**src/rtl/de_coder_config_sequencer.sv**
```systemverilog
// de_coder_config_sequencer
//   Power-up configuration sequencer for the video decoder. Walks a register
//   table of {sub_addr_h, sub_addr_l, data} entries and issues one I2C write
//   per entry to the I2C controller (write / ready / errory handshake). A hung
//   or failed write (errory, or no ready within TIMEOUT_CYC) is recovered by a
//   2-cycle controller reset and retried; after MAX_RETRY attempts on one
//   entry the sequencer parks in FAIL, otherwise it ends in DONE.
//
// Ports
//   clk         in   system clock
//   reset       in   asynchronous active-high reset (sequence auto-starts on release)
//   start       in   restart the sequence; honoured only in DONE / FAIL
//   tbl_idx     out  current table index (registered)
//   tbl_data    in   {sub_h, sub_l, data} for tbl_idx, combinational
//   write       out  one-cycle write request
//   dev_addr    out  device address byte (constant DEV_ADDR)
//   sub_addr_h  out  sub-address high byte, held from ISSUE until ready/error
//   sub_addr_l  out  sub-address low byte
//   wr_data     out  data byte
//   ready       in   controller write complete (1-cycle pulse)
//   errory      in   controller error level, held until controller reset
//   i2c_reset   out  controller reset, 2-cycle pulse during recovery
//   busy        out  high except in DONE / FAIL
//   done        out  all entries written
//   fail        out  an entry exhausted its retries
//   err_idx     out  index of the failing entry, valid while fail=1
//
// Optional feature (macro DCFG_DELAY_CMD_EN)
//   When defined, an entry whose sub-address is 16'hFFFF is a delay command:
//   no write is issued and the sequencer waits data*256 cycles instead.
//   When undefined, 16'hFFFF is written like any other sub-address.

module de_coder_config_sequencer #(
  parameter int         NUM_REGS    = 16,
  parameter int         IDX_W       = 4,
  parameter logic [7:0] DEV_ADDR    = 8'h40,
  parameter int         SETTLE_CYC  = 1024,
  parameter int         GAP_CYC     = 16,
  parameter int         TIMEOUT_CYC = 65535,
  parameter int         MAX_RETRY   = 3
) (
  input  logic             clk,
  input  logic             reset,
  input  logic             start,
  output logic [IDX_W-1:0] tbl_idx,
  input  logic [23:0]      tbl_data,
  output logic             write,
  output logic [7:0]       dev_addr,
  output logic [7:0]       sub_addr_h,
  output logic [7:0]       sub_addr_l,
  output logic [7:0]       wr_data,
  input  logic             ready,
  input  logic             errory,
  output logic             i2c_reset,
  output logic             busy,
  output logic             done,
  output logic             fail,
  output logic [IDX_W-1:0] err_idx
);

  typedef enum logic [3:0] {
    SETTLE,
    LOAD,
    ISSUE,
    WAIT,
    GAP,
    RECOVER,
    DELAY,
    DONE,
    FAIL
  } stateT;

  // Counters exit on "cnt >= last", so a state lasting N cycles uses N-1 here.
  localparam logic [31:0]      SETTLE_LAST = (SETTLE_CYC  > 1) ? 32'(SETTLE_CYC  - 1) : 32'd0;
  localparam logic [31:0]      GAP_LAST    = (GAP_CYC     > 1) ? 32'(GAP_CYC     - 1) : 32'd0;
  localparam logic [31:0]      TMO_LAST    = (TIMEOUT_CYC > 1) ? 32'(TIMEOUT_CYC - 1) : 32'd0;
  localparam logic [IDX_W-1:0] LAST_IDX    = IDX_W'(NUM_REGS - 1);
  localparam logic [7:0]       RETRY_MAX   = 8'(MAX_RETRY);

  stateT            state, stateNext;
  logic [31:0]      cnt, cntNext, cntInc;
  logic [IDX_W-1:0] idx, idxNext, advIdx;
  logic [7:0]       retryCnt, retryNext, retryInc;
  logic [IDX_W-1:0] errIdx, errIdxNext;
  logic [7:0]       subH, subL, dataByte;
  logic             loadEn;
  logic             lastEntry;
  stateT            advState;

  // One shared counter serves SETTLE, GAP, WAIT (timeout), RECOVER and DELAY;
  // it is cleared on every state change and saturates instead of wrapping.
  assign cntInc   = (cnt == 32'hFFFF_FFFF) ? cnt : cnt + 32'd1;
  assign retryInc = (retryCnt == 8'hFF) ? retryCnt : retryCnt + 8'd1;

  // Successful completion of an entry (ready, or finished delay command).
  assign lastEntry = (idx == LAST_IDX);
  assign advState  = lastEntry ? DONE : GAP;
  assign advIdx    = lastEntry ? idx : idx + 1'b1;

`ifdef DCFG_DELAY_CMD_EN
  logic        isDelayCmd;
  logic [31:0] delayLast;
  assign isDelayCmd = (tbl_data[23:8] == 16'hFFFF);
  // data*256 cycles; data=0 leaves DELAY after its single entry cycle.
  assign delayLast  = (dataByte == 8'd0) ? 32'd0 : ({16'd0, dataByte, 8'd0} - 32'd1);
`endif

  always_ff @(posedge clk or posedge reset) begin
    if (reset) begin
      state    <= SETTLE;
      cnt      <= 32'd0;
      idx      <= '0;
      retryCnt <= 8'd0;
      errIdx   <= '0;
    end else begin
      state    <= stateNext;
      cnt      <= cntNext;
      idx      <= idxNext;
      retryCnt <= retryNext;
      errIdx   <= errIdxNext;
    end
  end

  // Operand registers: captured in LOAD and held through ISSUE/WAIT so the
  // controller sees stable bytes for the whole transfer.
  always_ff @(posedge clk or posedge reset) begin
    if (reset) begin
      subH     <= 8'd0;
      subL     <= 8'd0;
      dataByte <= 8'd0;
    end else if (loadEn) begin
      subH     <= tbl_data[23:16];
      subL     <= tbl_data[15:8];
      dataByte <= tbl_data[7:0];
    end
  end

  always_comb begin
    stateNext  = state;
    cntNext    = cnt;
    idxNext    = idx;
    retryNext  = retryCnt;
    errIdxNext = errIdx;
    loadEn     = 1'b0;

    case (state)
      SETTLE: begin
        if (cnt >= SETTLE_LAST) begin
          stateNext = LOAD;
          cntNext   = 32'd0;
        end else begin
          cntNext = cntInc;
        end
      end

      LOAD: begin
        loadEn    = 1'b1;
        cntNext   = 32'd0;
        stateNext = ISSUE;
`ifdef DCFG_DELAY_CMD_EN
        if (isDelayCmd) stateNext = DELAY;
`endif
      end

      ISSUE: begin
        stateNext = WAIT;
        cntNext   = 32'd0;
      end

      // Priority: error, then timeout, then ready.
      WAIT: begin
        if (errory || (cnt >= TMO_LAST)) begin
          stateNext = RECOVER;
          cntNext   = 32'd0;
        end else if (ready) begin
          stateNext = advState;
          idxNext   = advIdx;
          retryNext = 8'd0;
          cntNext   = 32'd0;
        end else begin
          cntNext = cntInc;
        end
      end

      GAP: begin
        if (cnt >= GAP_LAST) begin
          stateNext = LOAD;
          cntNext   = 32'd0;
        end else begin
          cntNext = cntInc;
        end
      end

      // Two cycles of i2c_reset; the attempt is charged on the way out.
      RECOVER: begin
        if (cnt == 32'd0) begin
          cntNext = 32'd1;
        end else begin
          cntNext   = 32'd0;
          retryNext = retryInc;
          if (retryInc >= RETRY_MAX) begin
            stateNext  = FAIL;
            errIdxNext = idx;
          end else begin
            stateNext = GAP;
          end
        end
      end

`ifdef DCFG_DELAY_CMD_EN
      DELAY: begin
        if (cnt >= delayLast) begin
          stateNext = advState;
          idxNext   = advIdx;
          retryNext = 8'd0;
          cntNext   = 32'd0;
        end else begin
          cntNext = cntInc;
        end
      end
`endif

      DONE, FAIL: begin
        if (start) begin
          stateNext = SETTLE;
          cntNext   = 32'd0;
          idxNext   = '0;
          retryNext = 8'd0;
        end
      end

      default: begin
        stateNext = SETTLE;
        cntNext   = 32'd0;
      end
    endcase
  end

  // Outputs decode directly from the state register (glitch-free levels).
  assign write      = (state == ISSUE);
  assign i2c_reset  = (state == RECOVER);
  assign done       = (state == DONE);
  assign fail       = (state == FAIL);
  assign busy       = !((state == DONE) || (state == FAIL));
  assign tbl_idx    = idx;
  assign err_idx    = errIdx;
  assign dev_addr   = DEV_ADDR;
  assign sub_addr_h = subH;
  assign sub_addr_l = subL;
  assign wr_data    = dataByte;

endmodule

```
**config.mk**
```make
export PLATFORM = sky130hd
export DESIGN_NAME = de_coder_config_sequencer
export DESIGN_NICKNAME = d
export VERILOG_FILES = /design/src/rtl/de_coder_config_sequencer.sv
export SDC_FILE = /design/constraint.sdc
export NUM_CORES = 1
export LEC_CHECK = 0
export CAP_MARGIN = 20
export CORE_MARGIN = 5
export CORE_UTILIZATION = 30
export DETAILED_ROUTE_END_ITERATION = 7
export GPL_TIMING_DRIVEN = 0
export PLACE_DENSITY = 0.57
export SYNTH_ARGS = -nofsm -noshare
export SYNTH_HDL_FRONTEND = slang
export SYNTH_SLANG_ARGS = --single-unit
```
**constraint.sdc**
```tcl
create_clock -name clk -period 2.4 [get_ports clk]
set_input_delay 0.48 -clock clk [delete_from_list [all_inputs] [get_ports clk]]
set_output_delay 0.48 -clock clk [all_outputs]
set_load 0.02 [all_outputs]
```
# After elaboration in Yosys (flattened, before gate mapping)
# Index checks and enable logic that the tools add are counted.
# classes
reduce_logical	12
n_eq_ne	18
n_lt_le_gt_ge	4
mux	28
addsub	3
bitwise	1
# ops
operator	n
$mux W32	6
$pmux W32 S5	1
$mux W4	10
$mux W8	5
$add A32 B1 Y32 const B	1
$eq A32 B32 Y1 const B	1
$ge A32 B10 Y1 const B	1
$ge A32 B16 Y1 const B	1
$ge A32 B4 Y1 const B	1
$logic_not A32 Y1	1
$pmux W4 S7	1
$pmux W8 S3	1
$reduce_and A5 Y1	3
$ne A2 B2 Y1 const B	7
$eq A4 B3 Y1 const B	3
$add A8 B1 Y8 const B	1
$eq A4 B2 Y1 const B	2
$eq A4 B4 Y1 const B	2
$eq A8 B8 Y1 const B	1
$ge A8 B2 Y1 const B	1
$pmux W4 S2	1
$add A4 B1 Y4 const B	1
$eq A4 B1 Y1 const B	1
$logic_not A4 Y1	1
other kinds (10)	12
# totals
input_bits	29
regBits	76
elab_cells	74
out_inout_bits	45

# Logic depth before layout (Yosys ltp)
# Gate-level depths: netlist (run 1).
# depth
word_depth	6
depth_mapped	10
depth_no_buf	8

# Worst setup path after synthesis (run 1)
# No wires, ideal clock.
# synth_path
path_kind	register -> register
startpoint	register state[3]
endpoint	register cnt[26]
setup_slack_ns	-0.009
setup_ns	0.121
path_buffers	2
required_ns	2.279
period_less_slack_ns	2.409
t_arrival_ns	2.288
stages_incl_launch_ff	10
cell_sequence	dfrtp_1 > buf_2 > nor4b_2 > or2_2 > inv_1 > nor2_1 > clkbuf_1 > nor2_1 > a41oi_1 > nor2_1
# synth_via
elab_chain_cells	3
elab_cells_between_ends	9
classes_between	6 x eq/ne; 1 x mux; 2 x reduce/logical
# synth_lines
item	line	text
start, declared	80	stateT state, stateNext;
start signal, assigned	116	state <= stateNext;
$eq A4 B4 Y1 (*)	-	
net fail	57	output logic fail,
$reduce_or A2 Y1 (*)	146	case (state)
$pmux W32 S5 or $ne A2 B2 Y1 (tied branches)	-	
end signal, assigned	117	cnt <= cntNext;
end, declared	81	logic [31:0] cnt, cntNext, cntInc;
# The timed path passes the listed nets; every way through them passes the cells marked *.
# A chain may end at the register's enable or synchronous reset.

# Final worst setup path (run 1)
# layout_path
startpoint	register cnt[1]
endpoint	register retryCnt[2]
# layout_via
elab_chain_cells	4
elab_cells_between_ends	6
classes_between	1 x order compare; 2 x eq/ne; 3 x reduce/logical
# layout_lines
item	line	text
$ge A32 B16 Y1	172	if (errory || (cnt >= TMO_LAST)) begin
$logic_or A1 B1 Y1	172	
$ne A2 B2 Y1 (no line)	-	
$reduce_and A5 Y1 (no line) (*)	-	
end signal, assigned	119	retryCnt <= retryNext;
end, declared	83	logic [7:0] retryCnt, retryNext, retryInc;
# Every way passes the cells marked *; elsewhere a longest branch is shown, timed or not.

==> impl_metrics.csv, run 1 <==
group,metric,value,unit
outcome,outcome,"finished clean",
power_and_ir_drop,p_sw,2071,uW
timing,period_needed,2.359,ns
cells_and_area,antennaDiodeCount,0,
global_route,first_global_vias,3454,
critical_path,worst_setup_path_start_kind,"flop",
critical_path,cpMaxStageDelayCell,"or4b_4",
critical_path,reg2reg_slack,0.04,ns
critical_path,required,2.62,ns
clocking,cts-buffers-inserted,9,
die,die_h,126.2,um
timing,tightestPinTransition,0.6203,ns
cells_and_area,fillerInstances,1293,
yosys,synth_top_area_cell,"dfrtp_1",
critical_path,crit_fanout,7,
power_and_ir_drop,sw_frac_of_total,36.57,%
yosys,yosysSeqAreaShare,46.96,%
timing,clock_skew,0.008046,ns
yosys,synth_top_flop_cell,"dfrtp_1",
clocking,h-tree-depth,3,
power_and_ir_drop,p_leak,0.002384,uW
yosys,ys_top_cells_by_count,"dfrtp_1, nor2_1, mux2_2",
timing,hold_violations,0,
min_path,hold_path.startpoint,"err_idx[0]$_DFFE_PP0P_",
yosys,ys_types,56,
routing,routed_wl,10300,um
yosys,synth_area_leaders,"dfrtp_1, mux2_2, nor2_1",
place,place_hpwl,7422,um
place,place_inst,659,
critical_path,timing.rr.end,"retryCnt[2]$_DFFE_PP0P_",
routing,drt-pass1-iter-count,4,
power_and_ir_drop,intPower,3592,uW
critical_path,path_class,"flop to flop",
min_path,holdPathEnd,"err_idx[0]$_DFFE_PP0P_",
die,start_util,30.58,%
clocking,clkTransAtPathRegs,0.06,ns
clocking,clock_tree.root_cell,"clkbuf_16",
critical_path,crit_chain,"ha_2 > o211ai_1 > nor4_4 > or4b_4 > a211o_4 > buf_6 > o22a_1",
timing,finalCritPeriodShare,98.29,%
power_and_ir_drop,p_per_area,1018,mW/mm^2
timing,tns,0,ns
yosys,synth_edf_count,0,
clocking,cts_hold_buffers,0,
global_route,grt_max_degree,31,
power_and_ir_drop,p_clk_share,23.3,%
yosys,yosys_warnings,0,
routing,wl_per_cell,15.02,um
global_route,grt_pass1_wl,17100,um
critical_path,ff2ff_path_depth,7,
yosys,postSynth.asyncResetShare,100.0,%
global_route,overflow,0,
critical_path,critPathArrivalTime,2.58,ns
clocking,cts.sinks,76,
cells_and_area,fin_nets,540,
cells_and_area,final_cells,686,
min_path,whs_path_depth,1,
yosys,synth.avg_cell_area,9.878,um^2
die,die_w,126.2,um
power_and_ir_drop,comb_power_share,44.5,%
clocking,cts_max_path_buffers,2,
cells_and_area,drive_gt1_share,23.73,%
clocking,clkLatencyLatePin,0.34,ns
die,pin_count,74,
die,row_count,42,
routing,drtAntennaViolNets,0,
min_path,hp-class,"flop to flop",
place,gp_congestion,0.8381,
critical_path,timing.rr.start,"cnt[1]$_DFFE_PP0P_",
clocking,tritoncts,"built",
routing,avgViaCountPerCell,5.066,
yosys,synth-seq-cells,76,
yosys,netlist_instances,410,
die,core,0.01324,mm^2
global_route,grtUsageTotal,13.13,%
routing,drt_iter0_drc,179,
power_and_ir_drop,pwr-share-seq,32.2,%
routing,remaining_drc_errors,0,
yosys,netlist_area,0.004050,mm^2
timing,timing.fmax,423.9,MHz
timing,rsz0062_at_grt,"true",
global_route,antenna_found_initial,0,
cells_and_area,syn_to_final_growth,37.32,%
die,die_area,0.01592,mm^2
timing,drv_slew,0,
critical_path,critical-path-max-stage-delay,0.49,ns
run,drv_cap,0,
yosys,synth_most_common_cell,"dfrtp_1",
power_and_ir_drop,peakVddDrop,0.0006681,V
critical_path,end_kind,"flop",
place,portBuffers,65,
routing,num_vias,3475,
yosys,yosysTopAreaCellShare,46.96,%
timing,relSlewSlack,58.33,%
timing,setup_viol,0,
-- what timing repair did --
action,4_1_cts,5_1_grt
hold endpoints to repair,0,0
gates resized for setup,16,34
pin swaps,5,13
setup endpoints to repair,46,67
setup buffers,5,7
gates cloned,0,1
-- kinds of logic (layout without fill, tap and decap cells) --
| logic type | count (synthesis) | after routing | share of synthesized area [%] |
|---|---|---|---|
| mux | 32 | 32 | 8.804 |
| xor+xnor | 16 | 16 | 3.460 |
| compound gates | 64 | 64 | 10.78 |
| simple gates | 176 | 176 | 23.42 |
| fa+ha+maj | 5 | 5 | 1.545 |
| flops | 76 | 76 | 46.96 |
| buf+inv | 39 | 133 | 4.850 |
| other cells | 2 | 8 | 0.1854 |
-- worst max-delay path, delay by kind of cell (launching register included) --
family | cells | cell delay, ns
fa+ha+maj | 1 | 0.20
buf+inv | 1 | 0.14
simple gates | 2 | 0.57
compound gates | 3 | 0.88
flops | 1 | 0.45
-- final cells by class --
class | count | area, um^2 | area share [%]
multi-input cells | 301 | 2151 | 38.67
well taps | 176 | 220.2 | 3.960
flip-flops and latches | 76 | 1906 | 34.26
plain buffers | 27 | 158.9 | 2.857
inverters | 11 | 45.04 | 0.8099
clock buffers | 9 | 225.2 | 4.049
clock inverters | 6 | 66.31 | 1.192
repair buffers | 80 | 789.5 | 14.20
-- cells in the final DEF, fill, tap and decap left out, types with 4 or more instances in the layout --
cell,instances
a21oi_1,9
inv_1,8
nand2_1,26
nand3_1,18
nor3_1,19
xor2_1,4
clkbuf_16,9
nor2_1,46
nor4_4,5
nand3b_1,4
nor4_1,5
clkinvlp_4,4
dfrtp_1,73
conb_1,8
a31oi_1,9
and4_1,5
xnor2_1,12
buf_2,9
mux2_2,29
nand4_1,12
clkdlybuf4s50_1,60
buf_4,21
o22a_1,8
and3_1,7
o21ai_0,10
clkbuf_1,6
-- sequential cells by signal, summed over array words and instances (netlist names) --
| name | cells |
|---|---|
| cnt | 32 |
| err_idx | 4 |
| retryCnt | 8 |
| state | 4 |
| sub_addr_h | 8 |
| sub_addr_l | 8 |
| tbl_idx | 4 |
| wr_data | 8 |
-- worst max path at each step --
stage,startpoint,to,slack (ns),depth (start not counted)
3_3_place_gp,state[2]$_DFFE_PP0P_,err_idx[1]$_DFFE_PP0P_,-0.43,8
3_5_place_dp,state[2]$_DFFE_PP0P_,err_idx[1]$_DFFE_PP0P_,-0.46,8
5_1_grt,cnt[25]$_DFFE_PP0P_,retryCnt[4]$_DFFE_PP0P_,-0.03,7
4_1_cts,cnt[1]$_DFFE_PP0P_,cnt[21]$_DFFE_PP0P_,0.001,8
6_report,cnt[1]$_DFFE_PP0P_,retryCnt[2]$_DFFE_PP0P_,0.04,7
2_1_floorplan,state[1]$_DFFE_PP0P_,state[0]$_DFFE_PP0P_,0.09,8
-- per-stage QoR --
step / area, um^2 / power, uW / hold slack [ns] / worst slack, ns / utilization, %
after global routing: 5562 / 6007 / 0.5213 / -0.03260 / 42.00
final: 5562 / 5663 / 0.5024 / 0.04101 / 42.00
after detailed placement: 4996 / 4182 / 0.4921 / -0.4563 / 37.73
after global placement: 4956 / 4141 / 0.4895 / -0.4280 / 37.42
after floorplan: 4085 / 3259 / 0.4805 / 0.09282 / -
after CTS: 5379 / 5594 / 0.5052 / 0.001121 / 40.62
-- layer usage --
metal / global-route usage (%) / wire (um)
met5: 0 / 0
met4: 5.552 / 225
met3: 3.980 / 617
met2: 20.72 / 4855
met1: 16.73 / 4605
-- power by group through the flow --
stage               sequential, uW  combinational [uW]  clock (uW)
floorplan                     2100                1160           0
global placement              1820                2320           0
detailed placement            1840                2340           0
CTS                           1820                2410        1370
global route                  1870                2720        1410
finish                        1820                2520        1320
No activity file was read; power rests on OpenSTA's default activity.
==> run 2: changes to the inputs <==
CORE_UTILIZATION = 27   (was 30)
PLACE_DENSITY = 0.53   (was 0.57)
==> run 2 against run 1 <==
Critical path depth fell by 1; non-clock buffer count rose by 1; sequential power barely moved; clock power barely moved; core utilization fell by 4.0 points; combinational power barely moved; clock skew fell by 0.0013 ns; highest routed layer unchanged; cell area did not move; total power rose by 0.85%; largest cell class unchanged.
==> impl_metrics.csv, run 2 (synthesis gave the netlist of run 1 again) <==
group,metric,value,unit
outcome,outcome,"finished clean",
cells_and_area,antennaDiodeCount,0,
routing,remaining_drc_errors,0,
global_route,overflow,0,
die,start_util,27.66,%
routing,drt_iter0_drc,228,
cells_and_area,drive_gt1_share,23.33,%
critical_path,crit_fanout,5,
routing,drt-pass1-iter-count,5,
critical_path,worst_setup_path_start_kind,"flop",
place,portBuffers,65,
die,die_h,132.5,um
die,row_count,44,
power_and_ir_drop,p_clk_share,23.6,%
timing,setup_viol,0,
global_route,grt_max_degree,31,
clocking,clock_tree.root_cell,"clkbuf_16",
die,die_area,0.01755,mm^2
timing,tns,0,ns
timing,timing.fmax,423.3,MHz
cells_and_area,fin_nets,541,
run,drv_cap,0,
power_and_ir_drop,peakVddDrop,0.0006815,V
timing,relSlewSlack,55.50,%
power_and_ir_drop,sw_frac_of_total,35.74,%
die,pin_count,74,
clocking,clkLatencyLatePin,0.33,ns
clocking,cts_max_path_buffers,2,
critical_path,path_class,"flop to flop",
cells_and_area,regMostFlops,"cnt",
cells_and_area,regArea,0.001906,mm^2
place,place_worst_setup_slack,-0.3957,ns
power_and_ir_drop,p_sw,2041,uW
critical_path,required,2.61,ns
timing,hold_violations,0,
critical_path,end_kind,"flop",
min_path,hp-class,"flop to flop",
power_and_ir_drop,pwr-share-seq,31.8,%
routing,num_vias,3429,
global_route,grtUsageTotal,12.10,%
timing,period_needed,2.363,ns
timing,setup_ws,0.03749,ns
clocking,cts_hold_buffers,0,
routing,avgViaCountPerCell,4.941,
timing,drv_slew,0,
timing,tightestPinTransition,0.6624,ns
critical_path,crit_chain,"nor4_2 > nand4_2 > or4b_4 > a211o_4 > buf_6 > o22a_1",
die,die_w,132.5,um
cells_and_area,final_cells,694,
cells_and_area,layout_common_cells,"dfrtp_1, clkdlybuf4s50_1, nor2_1, mux2_2, nand2_1",
routing,routed_wl,10440,um
place,place_hpwl,7432,um
clocking,h-tree-depth,3,
clocking,cts-buffers-inserted,9,
timing,finalCritPeriodShare,98.44,%
critical_path,path_buf_inv,1,
clocking,clkTransAtPathRegs,0.06,ns
cells_and_area,final_core_util,37.98,%
power_and_ir_drop,p_per_area,1027,mW/mm^2
cells_and_area,syn_to_final_growth,37.32,%
critical_path,critical-path-top-delay-family,"simple AND/OR/NAND/NOR gates",
power_and_ir_drop,comb_power_share,44.6,%
clocking,tritoncts,"built",
place,place_inst,667,
power_and_ir_drop,intPower,3670,uW
critical_path,path_depth,6,
timing,rsz0062_at_grt,"true",
global_route,grt_pass1_wl,17680,um
die,core,0.01464,mm^2
routing,wl_per_cell,15.04,um
timing,clock_skew,0.006732,ns
cells_and_area,multi_input_area,0.002126,mm^2
critical_path,cpMaxStageDelayCell,"or4b_4",
global_route,first_global_vias,3477,
cells_and_area,largest_reg_flops,32,
place,gp_congestion,0.8074,
critical_path,ff2ff_path_depth,6,
critical_path,critical-path-max-stage-delay,0.53,ns
power_and_ir_drop,finalPower,5711,uW
cells_and_area,final_common_cell,"dfrtp_1",
cells_and_area,fillerInstances,1510,
routing,drtAntennaViolNets,0,
critical_path,critPathArrivalTime,2.58,ns
min_path,whs_path_depth,1,
clocking,cts.sinks,76,
power_and_ir_drop,p_leak,0.002400,uW
global_route,antenna_found_initial,0,
==> run 2: area by class of cell <==
class	count	area share, %
plain buffers	25	2.722
clock buffers	12	4.612
clock inverters	2	0.6299
inverters	11	0.8099
multi-input cells	301	38.22
flip-flops and latches	76	34.26
well taps	184	4.139
repair buffers	83	14.60
==> run 2: worst paths after layout <==
check	start	to	slack [ns]
min in group asynchronous	reset	wr_data[2]$_DFFE_PP0P_	0.51
worst min-delay path	sub_addr_h[5]$_DFFE_PP0P_	sub_addr_h[5]$_DFFE_PP0P_	0.50
worst min register to register	sub_addr_h[5]$_DFFE_PP0P_	sub_addr_h[5]$_DFFE_PP0P_	0.50
worst max-delay path	cnt[25]$_DFFE_PP0P_	retryCnt[6]$_DFFE_PP0P_	0.04
worst max register to register	cnt[25]$_DFFE_PP0P_	retryCnt[6]$_DFFE_PP0P_	0.04
max in group asynchronous	reset	cnt[5]$_DFFE_PP0P_	1.38
==> run 2: repair_timing <==
item | in CTS | in global routing
pin swaps | 3 | 7
resized for setup | 17 | 30
setup endpoints to repair | 47 | 66
gates cloned | 0 | 1
buffers inserted | 5 | 10
==> run 2: metrics by stage <==
| step | instance area, um^2 | hold WS [ns] |
|---|---|---|
| 6_report | 5562 | 0.5012 |
| 5_1_grt | 5562 | 0.5224 |
| 4_1_cts | 5405 | 0.5077 |
| 3_5_place_dp | 5006 | 0.4942 |
| 3_3_place_gp | 4966 | 0.4894 |
| 2_1_floorplan | 4085 | 0.4805 |
==> run 2: per-layer routing <==
layer / GRT usage, % / wire length (um) / vias up
met5: 0 / 0 / -
met4: 3.695 / 150 / 0
met3: 4.328 / 719 / 7
met2: 18.21 / 4668 / 86
met1: 16.36 / 4903 / 1661
li1: - / - / 1675
==> run 2: power groups by stage <==
stage / clock network [uW] / logic [uW] / registers (uW)
final: 1350 / 2550 / 1820
after global routing: 1440 / 2760 / 1870
after CTS: 1380 / 2410 / 1820
after detailed placement: 0 / 2340 / 1840
after global placement: 0 / 2330 / 1820
after floorplan: 0 / 1160 / 2100
